## config.mk

```make
export PLATFORM = sky130hd
export DESIGN_NAME = asteroid_motion
export DESIGN_NICKNAME = d
export VERILOG_FILES = /design/src/rtl/asteroid_motion.sv
export SDC_FILE = /design/constraint.sdc
export NUM_CORES = 1
export LEC_CHECK = 0
export CELL_PAD_IN_SITES_DETAIL_PLACEMENT = 1
export CELL_PAD_IN_SITES_GLOBAL_PLACEMENT = 1
export CORE_ASPECT_RATIO = 0.8
export CORE_MARGIN = 5
export CORE_UTILIZATION = 51
export CTS_CLUSTER_DIAMETER = 60
export DETAILED_ROUTE_END_ITERATION = 12
export GPL_ROUTABILITY_DRIVEN = 0
export PLACE_DENSITY_LB_ADDON = 0.1
export SLEW_MARGIN = 20
export SYNTH_ARGS = -nofsm -noshare
export SYNTH_HDL_FRONTEND = slang
export SYNTH_SLANG_ARGS = --single-unit
export TNS_END_PERCENT = 1
```

## constraint.sdc

```tcl
create_clock -name clk -period 14.34 [get_ports clk]
set_input_delay 2.151 -clock clk [delete_from_list [all_inputs] [get_ports clk]]
set_output_delay 2.151 -clock clk [all_outputs]
set_load 0.005 [all_outputs]
```

## src/rtl/asteroid_motion.sv

```systemverilog
// Multi-channel asteroid position engine: per-channel load in IDLE, and one
// motion step per channel swept sequentially after a tick, with selectable edge handling.
module asteroid_motion #(
  parameter int NUM_AST  = 4,
  parameter int X_W      = 8,
  parameter int Y_W      = 7,
  parameter int SCREEN_W = 160,
  parameter int SCREEN_H = 120,
  parameter int SPD_W    = 2,
  localparam int IDX_W   = $clog2(NUM_AST)
) (
  input  logic             clk,
  input  logic             resetn,
  input  logic             load,
  input  logic [IDX_W-1:0] load_idx,
  input  logic [X_W-1:0]   load_x,
  input  logic [Y_W-1:0]   load_y,
  input  logic [1:0]       load_dir,
  input  logic [SPD_W-1:0] load_spd,
  input  logic             tick,
  input  logic [1:0]       edge_mode,
  input  logic [IDX_W-1:0] rd_idx,
  output logic [X_W-1:0]   rd_x,
  output logic [Y_W-1:0]   rd_y,
  output logic [1:0]       rd_dir,
  output logic             rd_alive,
  output logic             busy,
  output logic             done
);

  localparam logic [X_W:0]   LIM_X = (X_W+1)'(SCREEN_W);
  localparam logic [Y_W:0]   LIM_Y = (Y_W+1)'(SCREEN_H);
  localparam logic [X_W-1:0] MAX_X = X_W'(SCREEN_W - 1);
  localparam logic [Y_W-1:0] MAX_Y = Y_W'(SCREEN_H - 1);

  typedef enum logic [1:0] {IDLE = 2'd0, SWEEP = 2'd1, FIN = 2'd2} state_t;

  state_t           state_reg;
  logic [IDX_W-1:0] sweep_idx_reg;
  logic             busy_reg;
  logic             done_reg;

  logic [X_W-1:0]   x_reg     [NUM_AST];
  logic [Y_W-1:0]   y_reg     [NUM_AST];
  logic [1:0]       dir_reg   [NUM_AST];
  logic [SPD_W-1:0] spd_reg   [NUM_AST];
  logic             alive_reg [NUM_AST];

  logic [NUM_AST-1:0] ld_en;
  logic [NUM_AST-1:0] upd_en;

  genvar gi;
  generate
    for (gi = 0; gi < NUM_AST; gi++) begin : g_en
      assign ld_en[gi]  = (state_reg == IDLE) && load && (load_idx == IDX_W'(gi));
      assign upd_en[gi] = (state_reg == SWEEP) && (sweep_idx_reg == IDX_W'(gi));
    end
  endgenerate

  // Next-state of the channel currently addressed by the sweep
  logic [X_W-1:0]   cur_x, new_x, x_wrap, x_clamp;
  logic [Y_W-1:0]   cur_y, new_y, y_wrap, y_clamp;
  logic [1:0]       cur_dir, new_dir;
  logic [SPD_W-1:0] cur_spd;
  logic             cur_alive, new_alive;
  logic             is_x, neg, x_lo, x_hi, y_lo, y_hi, hit;
  logic [X_W:0]     sum_x;
  logic [Y_W:0]     sum_y;

  always_comb begin
    cur_x     = x_reg[sweep_idx_reg];
    cur_y     = y_reg[sweep_idx_reg];
    cur_dir   = dir_reg[sweep_idx_reg];
    cur_spd   = spd_reg[sweep_idx_reg];
    cur_alive = alive_reg[sweep_idx_reg];
    is_x      = cur_dir[1];
    neg       = cur_dir[1] ^ cur_dir[0];

    sum_x = neg ? ({1'b0, cur_x} - (X_W+1)'(cur_spd)) : ({1'b0, cur_x} + (X_W+1)'(cur_spd));
    sum_y = neg ? ({1'b0, cur_y} - (Y_W+1)'(cur_spd)) : ({1'b0, cur_y} + (Y_W+1)'(cur_spd));

    // Top bit set means the signed sum went negative
    x_lo = sum_x[X_W];
    x_hi = !x_lo && (sum_x >= LIM_X);
    y_lo = sum_y[Y_W];
    y_hi = !y_lo && (sum_y >= LIM_Y);

    x_wrap  = x_lo ? X_W'(sum_x + LIM_X) : (x_hi ? X_W'(sum_x - LIM_X) : sum_x[X_W-1:0]);
    y_wrap  = y_lo ? Y_W'(sum_y + LIM_Y) : (y_hi ? Y_W'(sum_y - LIM_Y) : sum_y[Y_W-1:0]);
    x_clamp = x_lo ? '0 : (x_hi ? MAX_X : sum_x[X_W-1:0]);
    y_clamp = y_lo ? '0 : (y_hi ? MAX_Y : sum_y[Y_W-1:0]);
    hit     = is_x ? (x_lo || x_hi) : (y_lo || y_hi);

    new_x     = cur_x;
    new_y     = cur_y;
    new_dir   = cur_dir;
    new_alive = cur_alive;

    if (cur_alive && (cur_spd != '0)) begin
      case (edge_mode)
        2'b00: begin
          if (is_x) new_x = x_wrap;
          else      new_y = y_wrap;
        end
        2'b01, 2'b10: begin
          if (is_x) new_x = x_clamp;
          else      new_y = y_clamp;
          if (edge_mode == 2'b10 && hit) new_dir = {cur_dir[1], ~cur_dir[0]};
        end
        default: begin
          if (hit)       new_alive = 1'b0;
          else if (is_x) new_x = sum_x[X_W-1:0];
          else           new_y = sum_y[Y_W-1:0];
        end
      endcase
    end
  end

  always_ff @(posedge clk) begin
    for (int i = 0; i < NUM_AST; i++) begin
      if (!resetn) begin
        x_reg[i]     <= '0;
        y_reg[i]     <= '0;
        dir_reg[i]   <= 2'b00;
        spd_reg[i]   <= '0;
        alive_reg[i] <= 1'b0;
      end else if (ld_en[i]) begin
        x_reg[i]     <= load_x;
        y_reg[i]     <= load_y;
        dir_reg[i]   <= load_dir;
        spd_reg[i]   <= load_spd;
        alive_reg[i] <= 1'b1;
      end else if (upd_en[i]) begin
        x_reg[i]     <= new_x;
        y_reg[i]     <= new_y;
        dir_reg[i]   <= new_dir;
        alive_reg[i] <= new_alive;
      end
    end
  end

  // Sweep controller; a load arriving with a tick takes precedence
  always_ff @(posedge clk) begin
    if (!resetn) begin
      state_reg     <= IDLE;
      sweep_idx_reg <= '0;
      busy_reg      <= 1'b0;
      done_reg      <= 1'b0;
    end else begin
      done_reg <= 1'b0;
      case (state_reg)
        IDLE: begin
          if (tick && !load) begin
            state_reg     <= SWEEP;
            sweep_idx_reg <= '0;
            busy_reg      <= 1'b1;
          end
        end
        SWEEP: begin
          if (sweep_idx_reg == IDX_W'(NUM_AST - 1)) begin
            state_reg <= FIN;
            busy_reg  <= 1'b0;
            done_reg  <= 1'b1;
          end else begin
            sweep_idx_reg <= sweep_idx_reg + 1'b1;
          end
        end
        FIN: begin
          state_reg <= IDLE;
        end
        default: begin
          state_reg <= IDLE;
          busy_reg  <= 1'b0;
        end
      endcase
    end
  end

  always_comb begin
    rd_x     = '0;
    rd_y     = '0;
    rd_dir   = 2'b00;
    rd_alive = 1'b0;
    if (int'(rd_idx) < NUM_AST) begin
      rd_x     = x_reg[rd_idx];
      rd_y     = y_reg[rd_idx];
      rd_dir   = dir_reg[rd_idx];
      rd_alive = alive_reg[rd_idx];
    end
  end

  assign busy = busy_reg;
  assign done = done_reg;

endmodule

```

==> results of run 1 <==
## worst max-delay path, stage by stage, from the launching register on
cell and delay, ps:
dfxtp_1 330, buf_4 380, mux4_2 370, inv_1 70
ha_1 370, nor2_1 740, inv_1 520, ha_1 500
a21oi_1 330, nand2_1 90, a2111oi_0 390, a211oi_1 110
xnor2_1 860, and4_1 420, nand2_1 90, ha_1 270
o21ai_0 80, o211ai_1 120, a21oi_1 90, o22ai_1 440
a31oi_1 150
## metal layers
layer	vias up	global-route usage, %
met2	434	50.0
met1	3558	43.5
met3	78	8.01
met5	-	0
met4	0	11.0
li1	2937	-
## Yosys cell counts (3+ instances only)
library cell / n / share of area [%]
mux2_2: 5 / 0.77
o21a_1: 5 / 0.51
mux2i_1: 13 / 1.8
inv_1: 29 / 1.5
a21o_1: 6 / 0.61
nor4_1: 4 / 0.34
xnor2_1: 13 / 1.6
a21oi_1: 26 / 1.8
and3_1: 8 / 0.68
nand4_1: 3 / 0.26
buf_1: 4 / 0.20
edfxtp_1: 79 / 32
clkbuf_1: 38 / 1.9
o22ai_1: 7 / 0.60
o21ai_1: 20 / 1.4
and2_1: 15 / 1.3
dfxtp_1: 9 / 2.5
a32oi_1: 7 / 0.84
nand2b_1: 11 / 0.94
nand3_1: 21 / 1.4
a41o_1: 3 / 0.41
o211ai_1: 11 / 1.1
a31oi_1: 15 / 1.3
buf_2: 7 / 0.48
a211o_1: 3 / 0.36
nand2_1: 91 / 4.7
a22o_1: 20 / 2.4
o21ai_0: 52 / 3.5
or3_1: 6 / 0.51
ha_1: 25 / 4.3
mux4_2: 38 / 12
a211oi_1: 6 / 0.61
a221oi_1: 6 / 0.72
o21bai_1: 7 / 0.72
nor2_1: 37 / 1.9
o31ai_1: 9 / 0.92
nor2b_1: 7 / 0.60
xor2_1: 6 / 0.72
nor3_1: 9 / 0.61
o2111a_1: 3 / 0.46
a32o_1: 6 / 0.82
## area by class of cell
| class | count | area share (%) |
|---|---|---|
| multi-input cells | 574 | 54.1 |
| flip-flops and latches | 88 | 30.9 |
| repair buffers | 56 | 6.53 |
| well taps | 184 | 2.78 |
| clock buffers | 10 | 2.77 |
| clock inverters | 6 | 1.60 |
| inverters | 31 | 1.41 |
## through the flow
step,util (%),std cells
6_report,58.3,949
5_1_grt,58.3,949
4_1_cts,58.2,949
3_5_place_dp,55.6,933
3_3_place_gp,55.6,933
2_1_floorplan,-,744
## report_power, final
group	total (W)	leakage, nW	internal [W]	switching (W)
Sequential	0.000309	0.902	0.000297	0.0000121
Clock	0.000290	0.173	0.000188	0.000103
Combinational	0.000463	1.83	0.000164	0.000299
## worst paths after layout
check | start | endpoint | slack [ps] | cells past startpoint
max | register | y_reg[2][3] | 7300 | 20
min | sweep_idx_reg[1] | register | 590 | 2
max reg2reg | register | y_reg[2][3] | 7300 | 20
min reg2reg | sweep_idx_reg[1] | register | 590 | 2
## kinds of logic (layout without fill, tap and decap cells)
kind of cell	after synthesis	count (layout)	synth area share [%]
flip-flops	88	88	34.8
AND/OR/NAND/NOR	229	229	15.3
AO/OA/AOI/OAI	243	243	24.2
XOR/XNOR	20	20	2.49
adder cells (fa/ha/maj)	26	26	4.53
multiplexers	56	56	14.2
buffers and inverters	82	103	4.52
==> metrics.cfg, run 1 <==
[status]
status = finished clean

[drt]
drc_errors = 0
highest_layer = met4
firstDrtPassIters = 5
wl_per_cell_microns = 28.9
wl_met2_mm = 12.8
wl_met3_mm = 2.71
ant_nets = 0
finalWirelength_mm = 27.4
via_per_inst = 7.38
drtIter0Drc = 788
vias = 7007
wl_met1_mm = 11.0

[clock_network]
cts-root-buf = clkbuf_16
cts_sinks = 88
clkLatencyLatePin_ps = 350
clock_path_buffers = 2
ctsHtreeMaxLevel = 3
cts_hold_buf = 0
cts_setup_buffers = 0
cts_buffers = 9
clkSlewWorstSetupHoldPaths_ps = 60
post_cts_resized = 0
cts_tree = done

[cells_and_area]
drive_above_1_share_pct = 11.9
layout.nets = 815
area.growth.synth_to_final_pct = 12.7
diodes = 0
mostFrequentLayoutCell = nand2_1
multi_input_area_sq_um = 4470
layout_common_cells = nand2_1 (91), edfxtp_1 (79), o21ai_0 (52)
finish.instance_area_sq_um = 8280
nFillCells = 1567
largest_reg_flops = 32
seqCellArea_sq_um = 2550

[sta]
slew_violations = 0
setup_viol_count_final = 0
rsz0062_at_grt = no
clock_skew_ps = 8.26
tightest_slew_ps = 1200
worst_slack_ps = 7300
fin_crit_sh_pct = 49.1
relSlewSlack_pct = 20.0
holdWs_ps = 595
fin_tns_setup_ps = 0
clock.fmax_mhz = 142
hold_violations = 0
fin_crit_ps = 7040

[floorplan]
fp.dieH_microns = 117
placementRows = 39
dieArea_sq_um = 16900
coreArea_sq_um = 14200
die_w_microns = 144
io_pins = 49
initial_utilization_pct = 51.7

[global_routing]
overflow = 0
grt_pass1_wl_mm = 41.5
grt_max_degree = 27
grt_use_total_pct = 32.0
antenna_found_initial = 0
grt_pass1_vias = 7163

[setup_path]
endpoint_kind = register
path_class = register to register
crit_path_max_fanout = 26
cp.required_ps = 14410
worst_setup_path_start_kind = register
crit_arrival_ps = 7110

[placement]
place_area_sq_um = 7900
place_hpwl_mm = 19.4
dp_slack_ps = 7500
io_buffer_count = 48

[yosys]
synthArstFlopShare_pct = 0
synthDistinctLibCells = 81
synth_seq_cells = 88
syn_nets = 799
synth-warning-count = 0
synth-edff-count = 79
synthesis.area_sq_um = 7340
avgSynthCellArea_sq_um = 9.87
ys_seq_area_share_pct = 34.8
synth_cells = 744
synthFlopType = edfxtp_1

[job]
drv_cap = 0

[pwr]
leakage_nw = 2.91
total_power_w = 0.00106
pwr_density_cell_nw_per_um2 = 128
vdd_ir_drop_max_uv = 78.8

[hold_path]
hold_path.class = register to register

(Power assumes the default switching activity.)
==> run 2: changes to the inputs <==
--- a/config.mk
+++ b/config.mk
@@ -9,7 +9,7 @@
 export CELL_PAD_IN_SITES_GLOBAL_PLACEMENT = 1
 export CORE_ASPECT_RATIO = 0.8
 export CORE_MARGIN = 5
-export CORE_UTILIZATION = 51
+export CORE_UTILIZATION = 48
 export CTS_CLUSTER_DIAMETER = 60
 export DETAILED_ROUTE_END_ITERATION = 12
 export GPL_ROUTABILITY_DRIVEN = 0
==> constraint.sdc (replaced) <==
create_clock -name clk -period 7.2 [get_ports clk]
set_input_delay 1.08 -clock clk [delete_from_list [all_inputs] [get_ports clk]]
set_output_delay 1.08 -clock clk [all_outputs]
set_load 0.005 [all_outputs]
==> metrics.cfg, run 2 (synthesis results as in run 1) <==
[cells_and_area]
drive_above_1_share_pct = 12.5  ; +0.56 points
final_cells = 960  ; +1.2%
layout.nets = 821  ; +0.74%
seqCellArea_sq_um = 2550  ; unchanged
mostFrequentLayoutCell = nand2_1
diodes = 0  ; unchanged
nFillCells = 1652  ; +5.4%
layout_common_cells = nand2_1 (91), edfxtp_1 (79), o21ai_0 (52)
largest_reg_flops = 32  ; unchanged
multi_input_area_sq_um = 4470  ; -0.17%
area.growth.synth_to_final_pct = 12.7  ; about the same

[placement]
place_hpwl_mm = 19.2  ; -0.63%
io_buffer_count = 48  ; unchanged
dp_cells = 944  ; +1.2%

[sta]
fin_tns_setup_ps = 0  ; unchanged
fin_crit_sh_pct = 87.0  ; +38 points
clock.fmax_mhz = 160  ; +12%
hold_violations = 0  ; unchanged
tightest_slew_ps = 1160  ; -42.0 ps
rsz0062_at_grt = no
slew_violations = 0  ; unchanged
fin_crit_ps = 6260  ; -770 ps
relSlewSlack_pct = 22.8  ; +2.8 points
setup_viol_count_final = 0  ; unchanged
clock_skew_ps = 8.76  ; +0.500 ps

[clock_network]
clkSlewWorstSetupHoldPaths_ps = 70  ; about the same
clkLatencyLatePin_ps = 350  ; about the same
cts_hold_buf = 0  ; unchanged
clock_path_buffers = 2  ; unchanged
cts_tree = done
cts_buffers = 9  ; unchanged
cts_sinks = 88  ; unchanged
cts_setup_buffers = 0  ; unchanged
cts-root-buf = clkbuf_16
post_cts_resized = 0  ; unchanged
ctsHtreeMaxLevel = 3  ; unchanged

[floorplan]
initial_utilization_pct = 48.9  ; -2.8 points
die_w_microns = 148  ; +2.9%
dieArea_sq_um = 17900  ; +5.8%
placementRows = 40  ; +2.6%
io_pins = 49  ; unchanged
coreArea_sq_um = 15000  ; +5.7%
fp.dieH_microns = 121  ; +2.8%

[drt]
firstDrtPassIters = 5  ; unchanged
drc_errors = 0  ; unchanged
vias = 6770  ; -3.4%
via_per_inst = 7.05  ; -4.5%
finalWirelength_mm = 26.5  ; -3.2%
wl_per_cell_microns = 27.6  ; -4.4%
ant_nets = 0  ; unchanged
drtIter0Drc = 800  ; +1.5%

[setup_path]
endpoint_kind = register
crit_arrival_ps = 6330  ; -780 ps
critPathTopFamily = simple AND/OR/NAND/NOR gates
cp.required_ps = 7260  ; -7150 ps
crit_path_top_delay_cell = nor2_1
critPathMaxStageDelay_ps = 710  ; -150 ps
critPathBufInv = 3  ; unchanged
crit_path_cell_trace = xor2_1, mux4_2, nor2_1, inv_1, ha_1, inv_1, nor3_1, or4b_1, nand4b_1, a31oi_1, mux2i_1, buf_4, and4_1, nand2_1, ha_1, o21ai_0, o211ai_1, a21oi_1, o22ai_1, o211ai_1
path_class = register to register
worst_setup_path_start_kind = register
crit_path_max_fanout = 16  ; -38%

[hold_path]
hold_path.class = register to register

[global_routing]
grt_pass1_vias = 6782  ; -5.3%
grt_use_total_pct = 29.5  ; -2.5 points
antenna_found_initial = 1  ; +1
grt_pass1_wl_mm = 40.4  ; -2.8%
overflow = 0  ; unchanged
grt_max_degree = 26  ; -3.7%

[job]
drv_cap = 0  ; unchanged

[status]
status = finished clean

[pwr]
pwr_density_cell_nw_per_um2 = 246  ; +91%
vdd_ir_drop_max_uv = 137  ; +74%
leakage_nw = 2.92  ; +0.41%

[run 2: cell types whose count changed in the layout (fill, tap and decap cells not counted), moves of 2 or more]
cell,before,now
buf_4,8,14
clkinv_4,0,2
clkbuf_16,9,11
bufinv_16,4,0
inv_4,0,2
[run 2: metrics by stage]
stage               total power (W)  cell area [sq um]  utilization [%]  hold slack, ps  worst slack, ps
global route                0.00212               8280             55.1             609              698
detailed placement          0.00152               7950             53.0             535             1140
global placement            0.00149               7950             53.0             516             1500
floorplan                   0.00124               7340                -             492             1670
CTS                         0.00201               8270             55.1             576             1100
finish                      0.00203               8280             55.1             599              935
[run 2: worst paths after layout]
kind / start / endpoint / slack (ps) / cells past startpoint
worst max-delay path: dir_reg[3][1] / y_reg[1][3] / 940 / 20
worst min-delay path: alive_reg[2] / alive_reg[2] / 600 / 2
worst max register to register: dir_reg[3][1] / y_reg[1][3] / 940 / 20
worst min register to register: alive_reg[2] / alive_reg[2] / 600 / 2
[run 2: metal layers]
| layer | track usage (%) | wire length [microns] |
|---|---|---|
| met1 | 42.7 | 11600 |
| met2 | 46.5 | 12200 |
| met3 | 5.70 | 2350 |
| met4 | 6.06 | 372 |
| met5 | 0 | 13 |
[run 2: layout make-up]
cell class                 instances  share of cell area [%]
clock inverter                     4                   0.363
inverter                          31                    1.41
clock buffer                      12                    3.49
tap                              189                    2.86
timing repair buffer              62                    7.07
sequential                        88                    30.9
multi-input combinational        574                    54.0
[run 2: report_power, final]
group          internal (W)  leakage [nW]  switching [W]
Sequential         0.000591         0.902      0.0000211
Combinational      0.000341          1.86       0.000585
Clock              0.000287         0.160       0.000208
Total               0.00122          2.92       0.000815
[run 2: worst reg2reg max path, stage by stage, from the launching register on]
cell and delay (ps):
edfxtp_1 500, xor2_1 200, mux4_2 660, nor2_1 720
inv_1 520, ha_1 530, inv_1 90, nor3_1 370
or4b_1 480, nand4b_1 100, a31oi_1 50, mux2i_1 140
buf_4 200, and4_1 290, nand2_1 80, ha_1 270
o21ai_0 70, o211ai_1 110, a21oi_1 100, o22ai_1 360
o211ai_1 150
